[src/rtl/multi_norm_mult.sv]
// rtl/multi_norm_mult.sv - iterative radix-2 shift-add multiplier for normalized mantissas
// Optional normalized outputs (norm_mantissa, exp_inc, sticky) enabled by MULT_NORM_OUT_EN.
module multi_norm_mult #(
  parameter int INWIDTH    = 24,
  parameter int COUNTWIDTH = $clog2(INWIDTH)
) (
  input  logic                   clk,
  input  logic                   reset,
  input  logic                   mode,
  input  logic                   start,
  input  logic [INWIDTH-1:0]     multiplicand_in,
  input  logic [INWIDTH-1:0]     multiplier_in,
  output logic                   busy,
  output logic                   done,
  output logic [2*INWIDTH-1:0]   product
`ifdef MULT_NORM_OUT_EN
  ,
  output logic [INWIDTH-1:0]     norm_mantissa,
  output logic                   exp_inc,
  output logic                   sticky
`endif
);

  typedef enum logic {IDLE, CALC} state_t;

  localparam logic [COUNTWIDTH:0] LAST_COUNT = (COUNTWIDTH+1)'(INWIDTH);
  localparam logic [COUNTWIDTH:0] FIRST_COUNT = (COUNTWIDTH+1)'(1);

  state_t                state;
  logic [COUNTWIDTH:0]   count;
  logic [INWIDTH-1:0]    multiplicand;
  logic [INWIDTH-1:0]    multiplier;
  logic [INWIDTH:0]      sum;
  logic [2*INWIDTH-1:0]  next_product;

  // The adder carry becomes the new MSB after the shift, so the result stays exact.
  always_comb begin
    sum          = {1'b0, product[2*INWIDTH-1:INWIDTH]}
                 + {1'b0, multiplicand & {INWIDTH{multiplier[0]}}};
    next_product = {sum, product[INWIDTH-1:1]};
  end

`ifdef MULT_NORM_OUT_EN
  logic [INWIDTH-1:0] norm_next;
  logic               sticky_next;

  always_comb begin
    norm_next   = '0;
    sticky_next = 1'b0;
    if (next_product[2*INWIDTH-1]) begin
      norm_next   = next_product[2*INWIDTH-1:INWIDTH];
      sticky_next = |next_product[INWIDTH-1:0];
    end else begin
      norm_next   = next_product[2*INWIDTH-2:INWIDTH-1];
      sticky_next = |next_product[INWIDTH-2:0];
    end
  end
`endif

  always_ff @(posedge clk or posedge reset) begin
    if (reset) begin
      state        <= IDLE;
      busy         <= 1'b0;
      done         <= 1'b0;
      product      <= '0;
      count        <= '0;
      multiplicand <= '0;
      multiplier   <= '0;
`ifdef MULT_NORM_OUT_EN
      norm_mantissa <= '0;
      exp_inc       <= 1'b0;
      sticky        <= 1'b0;
`endif
    end else begin
      case (state)
        IDLE: begin
          done <= 1'b0;
          if (start) begin
            multiplicand <= multiplicand_in;
            multiplier   <= mode ? multiplicand_in : multiplier_in;
            product      <= '0;
            count        <= FIRST_COUNT;
            busy         <= 1'b1;
            state        <= CALC;
          end
        end
        CALC: begin
          product    <= next_product;
          multiplier <= multiplier >> 1;
          if (count == LAST_COUNT) begin
            done  <= 1'b1;
            busy  <= 1'b0;
            state <= IDLE;
`ifdef MULT_NORM_OUT_EN
            norm_mantissa <= norm_next;
            exp_inc       <= next_product[2*INWIDTH-1];
            sticky        <= sticky_next;
`endif
          end else begin
            count <= count + 1'b1;
            busy  <= 1'b1;
          end
        end
        default: begin
          state <= IDLE;
          busy  <= 1'b0;
          done  <= 1'b0;
        end
      endcase
    end
  end

endmodule

[config.mk]
export PLATFORM = sky130hd
export DESIGN_NAME = multi_norm_mult
export DESIGN_NICKNAME = d
export VERILOG_FILES = /design/src/rtl/multi_norm_mult.sv
export SDC_FILE = /design/constraint.sdc
export NUM_CORES = 1
export LEC_CHECK = 0
export CELL_PAD_IN_SITES_DETAIL_PLACEMENT = 1
export CELL_PAD_IN_SITES_GLOBAL_PLACEMENT = 1
export CORE_ASPECT_RATIO = 1.25
export CORE_MARGIN = 1.5
export CORE_UTILIZATION = 25
export DETAILED_ROUTE_END_ITERATION = 16
export PLACE_DENSITY = 0.59
export SETUP_SLACK_MARGIN = 0.05
export SLEW_MARGIN = 30
export SYNTH_ARGS = -nofsm -noshare
export SYNTH_HDL_FRONTEND = slang
export SYNTH_SLANG_ARGS = --single-unit
export TNS_END_PERCENT = 50
[constraint.sdc]
create_clock -name clk -period 3.5 [get_ports clk]
set_clock_uncertainty 0.1 [all_clocks]
set_input_delay 0.35 -clock clk [delete_from_list [all_inputs] [get_ports clk]]
set_output_delay 0.35 -clock clk [all_outputs]
set_load 0.02 [all_outputs]
==> reports/qor.yml, run 1 <==
run_status:
  outcome: "finished, final reports clean"
power:
  ir_worst_vdd_mv: 0.373
  leakagePower_nw: 3.39
  pwr_density_cell_mw_per_mm2: 897
synth:
  syn_area_per_cell_um2: 8.54
  syn-instance-count: 692
  synth.yosys.warnings: 0
  synth.top_cells.by_count: "nand2_1 (195), dfrtp_1 (105), o21ai_0 (79)"
  synth_top_area_cell: "dfrtp_1"
  synthFlopType: "dfrtp_1"
  synth_most_common_cell: "nand2_1"
  synth_nets: 771
  synth_async_sr_flop_share: 1.00
  yosys.cell_types.count: 51
  ys_top_cells_by_area: "dfrtp_1 (44%), nand2_1 (12%), o21ai_0 (6.7%), ha_1 (5.5%), mux2i_1 (4.2%)"
  number_of_synthesized_flops_with_an_enable_pin: 0
  mappedNetlistArea_mm2: 0.00591
  ys_ff_latch: 105
  synthDominantCellAreaShare: 0.445
  synth_seq_area_share: 0.445
clock_tree:
  cts.clk_slew.worst_paths_ps: 90
  cts.path.max_buffers: 2
  cts_resized: 0
  clock_insertion_delay_worst_skew_ps: 370
  cts_root_buf: "clkbuf_16"
  cts_hold_buffers: 0
  clock_sinks: 105
  cts-htree-levels: 3
  post-cts-setup-buffer-count: 0
  tritoncts_clock_tree: "yes"
  cts_buffer_count: 9
sta:
  final_period_minus_worst_setup_slack_ps: 3040
  timing.setup.tns_ps: 0
  worst_slack_ps: 461
  finalHoldViolCount: 0
  timing.final.crit_share: 0.868
  max_slew.worst_pin.slew_ps: 871
  max_freq_ghz: 0.329
  setup_viol: 0
  slew_headroom: 0.418
  grt_setup_unrepaired: "no"
  final_max_slew_viol_count: 0
detailed_routing:
  drt_first_iter_violations: 255
  vias_per_cell: 4.77
  final_routed_wire_length_divided_by_cell_count_um: 16.5
  drc: 0
  drt_pass1_iterations: 4
  vias: 5102
  ant_nets: 0
  drt-total-wl_mm: 17.7
critical_path:
  cp_max_fo: 21
  critPathLaunch: "multiplier[0]$_DFFE_PP0P_"
  r2r_end: "product[42]$_DFFE_PP0P_"
  data_arrival_time_of_the_worst_path_ps: 3180
  cp-start-kind: "flip-flop"
  worst_r2r_startpoint: "multiplier[0]$_DFFE_PP0P_"
  rr_worst_depth: 10
  path_class: "flip-flop to flip-flop"
  worst-r2r-setup-slack_ps: 460
  crit_required_ps: 3640
  critical_path.endpoint_type: "flip-flop"
placed_design:
  routabilityCongestion: 0.776
  placed_wire_length_estimate_after_detailed_placement_mm: 13.0
  dp_cells: 1052
  place_worst_setup_slack_ps: 426
  io_buffer_count: 101
  place_area_mm2: 0.00723
finish:
  synthToLayoutAreaGrowth_pct: 27.9
  layout-drive-gt1-share: 0.0436
  fillerInstances: 2687
  postLayoutCoreUtil: 0.327
  fin_nets: 854
  finish.instance_area_mm2: 0.00755
  count_of_non_filler_cells_in_the_finished_layout: 1069
grt:
  first_global_vias: 5238
  grt_max_degree: 92
  globalRouteTotalUtil: 0.150
  grt_antenna_before_repair: 1
  grt_first_pass_wirelength_mm: 28.9
  grt.overflow.total: 0
floorplanning:
  fp.dieH_um: 175
  start_util: 0.256
  die_w_um: 140
  core_area_mm2: 0.0231
  num_io_pins: 102
  design.die.area_mm2: 0.0246
  std_cell_rows: 62
hold_path:
  min_path_type: "input pin to async pin"
run:
  cap_violations: 0
[per-stage QoR]
stage | power (W) | hold WS [ps]
2_1_floorplan | 0.00445 | 337
3_3_place_gp | 0.00572 | 349
3_5_place_dp | 0.00577 | 355
4_1_cts | 0.00690 | 346
5_1_grt | 0.00736 | 380
6_report | 0.00677 | 317
[registers in the layout, indices dropped and copies added (netlist names)]
register      count
product          48
done              1
multiplicand     24
multiplier       24
state             1
busy              1
count             6
[layout make-up]
cell class | count | area, µm² | area share
antenna | 1 | 2.50 | 0.000331
clock buffer | 9 | 225 | 0.0298
clock inverter | 7 | 91.3 | 0.0121
inverter | 13 | 51.3 | 0.00679
multi-input combinational | 535 | 3090 | 0.409
sequential | 105 | 2630 | 0.348
tap | 288 | 360 | 0.0477
timing repair buffer | 111 | 1110 | 0.146
[metal layers]
metal	up-vias	global-route usage	wire length, µm
met1	2472	0.193	8050
met3	21	0.0145	419
met5	-	0	0
met4	0	0.0586	359
met2	63	0.259	8840
li1	2546	-	-
[cell families (layout without fill, tap and decap cells)]
group	after synthesis	in the layout	synth area share
simple gates	287	287	0.211
compound gates	179	179	0.186
flops	105	105	0.445
buf+inv	52	140	0.0330
fa+ha+maj	27	27	0.0585
mux	25	25	0.0424
xor+xnor	17	17	0.0252
other cells	0	1	0
[report_power, final]
part / switching [W] / total (W) / internal (W)
logic: 0.00198 / 0.00349 / 0.00151
registers: 0.000419 / 0.00219 / 0.00177
clock network: 0.000568 / 0.00109 / 0.000521
[critical path: stages (launching register included)]
cell,delay (ps)
dfrtp_1,410
buf_4,200
and2_1,180
ha_1,380
a2111oi_0,570
a21boi_1,300
nor4_1,70
buf_4,150
a211oi_2,310
xor2_1,180
o21ai_1,70
[how the worst max path moves through the flow]
stage,endpoint,slack [ps],cells past startpoint
global route,product[45]$_DFFE_PP0P_,190,11
detailed placement,product[42]$_DFFE_PP0P_,430,10
finish,product[42]$_DFFE_PP0P_,460,10
global placement,product[45]$_DFFE_PP0P_,510,11
CTS,product[42]$_DFFE_PP0P_,410,10
floorplan,busy$_DFFE_PP0P_,290,1
[cells in the final DEF, fill, tap and decap left out, types with 3 or more instances in the layout]
master / netlist / final
o21ai_0: 79 / 79
clkdlybuf4s50_1: 0 / 100
o31ai_1: 4 / 4
nand2b_1: 6 / 6
mux2i_1: 25 / 25
inv_1: 11 / 10
a31oi_1: 4 / 4
o211ai_1: 8 / 8
a211o_1: 4 / 4
ha_1: 26 / 26
buf_4: 0 / 8
nor3_1: 3 / 3
nand2_1: 195 / 195
nor4b_1: 4 / 4
nand4_1: 4 / 4
inv_8: 0 / 3
o21ai_1: 13 / 13
a211oi_1: 5 / 5
a21oi_1: 27 / 27
and3_1: 4 / 4
a21o_1: 9 / 9
nor2_1: 28 / 27
clkinv_8: 0 / 3
clkbuf_16: 0 / 9
xnor2_1: 7 / 7
nor2b_1: 3 / 3
o21a_1: 6 / 6
or3_1: 3 / 3
nand3b_1: 3 / 3
and2_1: 25 / 25
nand3_1: 5 / 5
xor2_1: 10 / 10
dfrtp_1: 105 / 104
No activity file was read; power rests on OpenSTA's default activity.
==> run 2: changes to the inputs <==
--- a/config.mk
+++ b/config.mk
@@ -17,4 +17,4 @@
 export SYNTH_ARGS = -nofsm -noshare
 export SYNTH_HDL_FRONTEND = slang
 export SYNTH_SLANG_ARGS = --single-unit
-export TNS_END_PERCENT = 50
+export TNS_END_PERCENT = 100
==> results of run 2 <==
No change in the layout: final DEF, timing and power equal those of run 1.
==> run 3: changes to the inputs <==
==> constraint.sdc (replaced) <==
create_clock -name clk -period 3.15 [get_ports clk]
set_clock_uncertainty 0.1 [all_clocks]
set_input_delay 0.315 -clock clk [delete_from_list [all_inputs] [get_ports clk]]
set_output_delay 0.315 -clock clk [all_outputs]
set_load 0.02 [all_outputs]
==> run 3 against run 2 <==
  * Fmax increased by 5.4%
  * Total power increased by 12%
  * Clock power increased by 10%
  * Wire length increased by 0.13%
  * Clock-buffer cell count unchanged
  * Die area unchanged
  * Cell count increased by 0.56%
  * Critical path type unchanged
  * Global-route usage decreased by 0.16 points
  * Critical endpoint unchanged
==> reports/qor.yml, run 3 (same netlist as run 1, synthesis figures left out) <==
finish:
  max_flop_register: "product"
  fillerInstances: 2727  # +1.5%
  finish.instance_area_mm2: 0.00761  # +0.80%
  mostFrequentLayoutCell: "nand2_1"
  layout.cells.most_common_list: "nand2_1 (195), dfrtp_1 (104), clkdlybuf4s50_1 (100)"
  count_of_non_filler_cells_in_the_finished_layout: 1075  # +0.56%
  postLayoutCoreUtil: 0.329  # +0.00260
  fin_nets: 860  # +0.70%
  layout-drive-gt1-share: 0.0522  # +0.00857
  reg_top3: "product x48, multiplicand x24, multiplier x24"
  synthToLayoutAreaGrowth_pct: 28.9
  largest_reg_flops: 48  # unchanged
sta:
  timing.setup.tns_ps: 0  # unchanged
  final_period_minus_worst_setup_slack_ps: 2880  # -156 ps
  setup_viol: 0  # unchanged
  grt_setup_unrepaired: "no"
  max_freq_ghz: 0.347  # +5.4%
  timing.final.crit_share: 0.915  # +0.0470
  slew_headroom: 0.514  # +0.0964
  final_max_slew_viol_count: 0  # unchanged
  finalHoldViolCount: 0  # unchanged
  max_slew.worst_pin.slew_ps: 726  # -145 ps
placed_design:
  place_area_mm2: 0.00729  # +0.81%
  routabilityCongestion: 0.785  # +1.1%
  placed_wire_length_estimate_after_detailed_placement_mm: 13.1  # +0.60%
  dp_cells: 1058  # +0.57%
  io_buffer_count: 101  # unchanged
floorplanning:
  num_io_pins: 102  # unchanged
  die_w_um: 140  # unchanged
  fp.dieH_um: 175  # unchanged
  core_area_mm2: 0.0231  # unchanged
  std_cell_rows: 62  # unchanged
  start_util: 0.256  # unchanged
  design.die.area_mm2: 0.0246  # unchanged
power:
  power_frac_comb: 0.519  # +0.003
  sw_frac_of_total: 0.436  # -0.00262
  netSwitchingPower_w: 0.00329  # +11%
  seqPwrFrac: 0.322  # about the same
  ir_worst_vdd_mv: 0.333  # -11%
  pwr_density_cell_mw_per_mm2: 993  # +11%
  leakagePower_nw: 3.42  # +0.86%
  clock_power_share: 0.159  # -0.002
  intPower_w: 0.00427  # +12%
detailed_routing:
  final_routed_wire_length_divided_by_cell_count_um: 16.5  # -0.43%
  drc: 0  # unchanged
  drt-total-wl_mm: 17.7  # +0.13%
  drt_pass1_iterations: 4  # unchanged
  vias: 5103  # +0.020%
  vias_per_cell: 4.75  # -0.54%
  ant_nets: 0  # unchanged
  drt_first_iter_violations: 240  # -5.9%
clock_tree:
  clock_insertion_delay_worst_skew_ps: 370  # about the same
  clock_sinks: 105  # unchanged
  cts_resized: 0  # unchanged
  cts_hold_buffers: 0  # unchanged
  cts.path.max_buffers: 2  # unchanged
  cts-htree-levels: 3  # unchanged
  cts.clk_slew.worst_paths_ps: 90  # about the same
  cts_root_buf: "clkbuf_16"
  tritoncts_clock_tree: "yes"
  post-cts-setup-buffer-count: 0  # unchanged
  cts_buffer_count: 9  # unchanged
hold_path:
  min_path_type: "input pin to flip-flop"
critical_path:
  path_class: "flip-flop to flip-flop"
  critical_path.endpoint_type: "flip-flop"
  cp-start-kind: "flip-flop"
  cp_max_fo: 7  # -67%
  crit_required_ps: 3310  # -330 ps
  data_arrival_time_of_the_worst_path_ps: 3040  # -140 ps
run_status:
  outcome: "finished, final reports clean"
grt:
  grt_first_pass_wirelength_mm: 28.9  # about the same
  grt_max_degree: 92  # unchanged
  globalRouteTotalUtil: 0.148  # -0.00162
  first_global_vias: 5344  # +2.0%
  grt_antenna_before_repair: 1  # unchanged
  grt.overflow.total: 0  # unchanged
run:
  cap_violations: 0  # unchanged
-- run 3: final cells by class --
cell class	count	area (µm²)	area share
clock buffer	9	225	0.0296
sequential	105	2630	0.345
inverter	13	52.6	0.00690
antenna	1	2.50	0.000329
clock inverter	7	86.3	0.0113
tap	288	360	0.0473
timing repair buffer	117	1160	0.153
multi-input combinational	535	3090	0.406
-- run 3: routing by layer --
metal / vias up / part of all wire / GRT usage
met3: 16 / 0.020 / 0.0156
met5: - / 0 / 0
met1: 2492 / 0.45 / 0.188
met4: 0 / 0.016 / 0.0547
li1: 2549 / - / -
met2: 46 / 0.51 / 0.261
-- run 3: critical path, cell delays in order, from the launching register on --
cell       delay (ps)
dfrtp_1           430
nand2_1           130
inv_1              50
ha_1              290
a211o_1           310
a2111oi_4         450
o211a_1           240
nor4_1             60
buf_4             140
a211oi_2          330
xor2_1            170
o21ai_1            70
-- run 3: power groups by stage --
| stage | logic [W] | clock network, W | registers (W) |
|---|---|---|---|
| after floorplan | 0.00229 | 0 | 0.00266 |
| final | 0.00392 | 0.00120 | 0.00243 |
| after global routing | 0.00440 | 0.00128 | 0.00253 |
| after global placement | 0.00391 | 0 | 0.00247 |
| after CTS | 0.00397 | 0.00125 | 0.00246 |
| after detailed placement | 0.00395 | 0 | 0.00247 |
-- run 3: worst paths after layout --
kind / from / endpoint / slack (ps) / cells after the start
max in group asynchronous: reset / state$_DFF_PP0_ / 2010 / 3
min: start / product[15]$_DFFE_PP0P_ / 220 / 2
min reg2reg: multiplicand[7]$_DFFE_PP0P_ / multiplicand[7]$_DFFE_PP0P_ / 370 / 2
min in group asynchronous: reset / product[47]$_DFFE_PP0P_ / 240 / 2
max: multiplier[0]$_DFFE_PP0P_ / product[42]$_DFFE_PP0P_ / 270 / 11
max reg2reg: multiplier[0]$_DFFE_PP0P_ / product[42]$_DFFE_PP0P_ / 270 / 11
-- run 3: per-stage QoR --
| stage | setup WS, ps | power [W] | hold WS (ps) |
|---|---|---|---|
| CTS | 206 | 0.00767 | 221 |
| finish | 266 | 0.00756 | 220 |
| detailed placement | 251 | 0.00643 | 358 |
| global route | 55.7 | 0.00821 | 231 |
| floorplan | 483 | 0.00495 | 320 |
| global placement | 291 | 0.00638 | 352 |
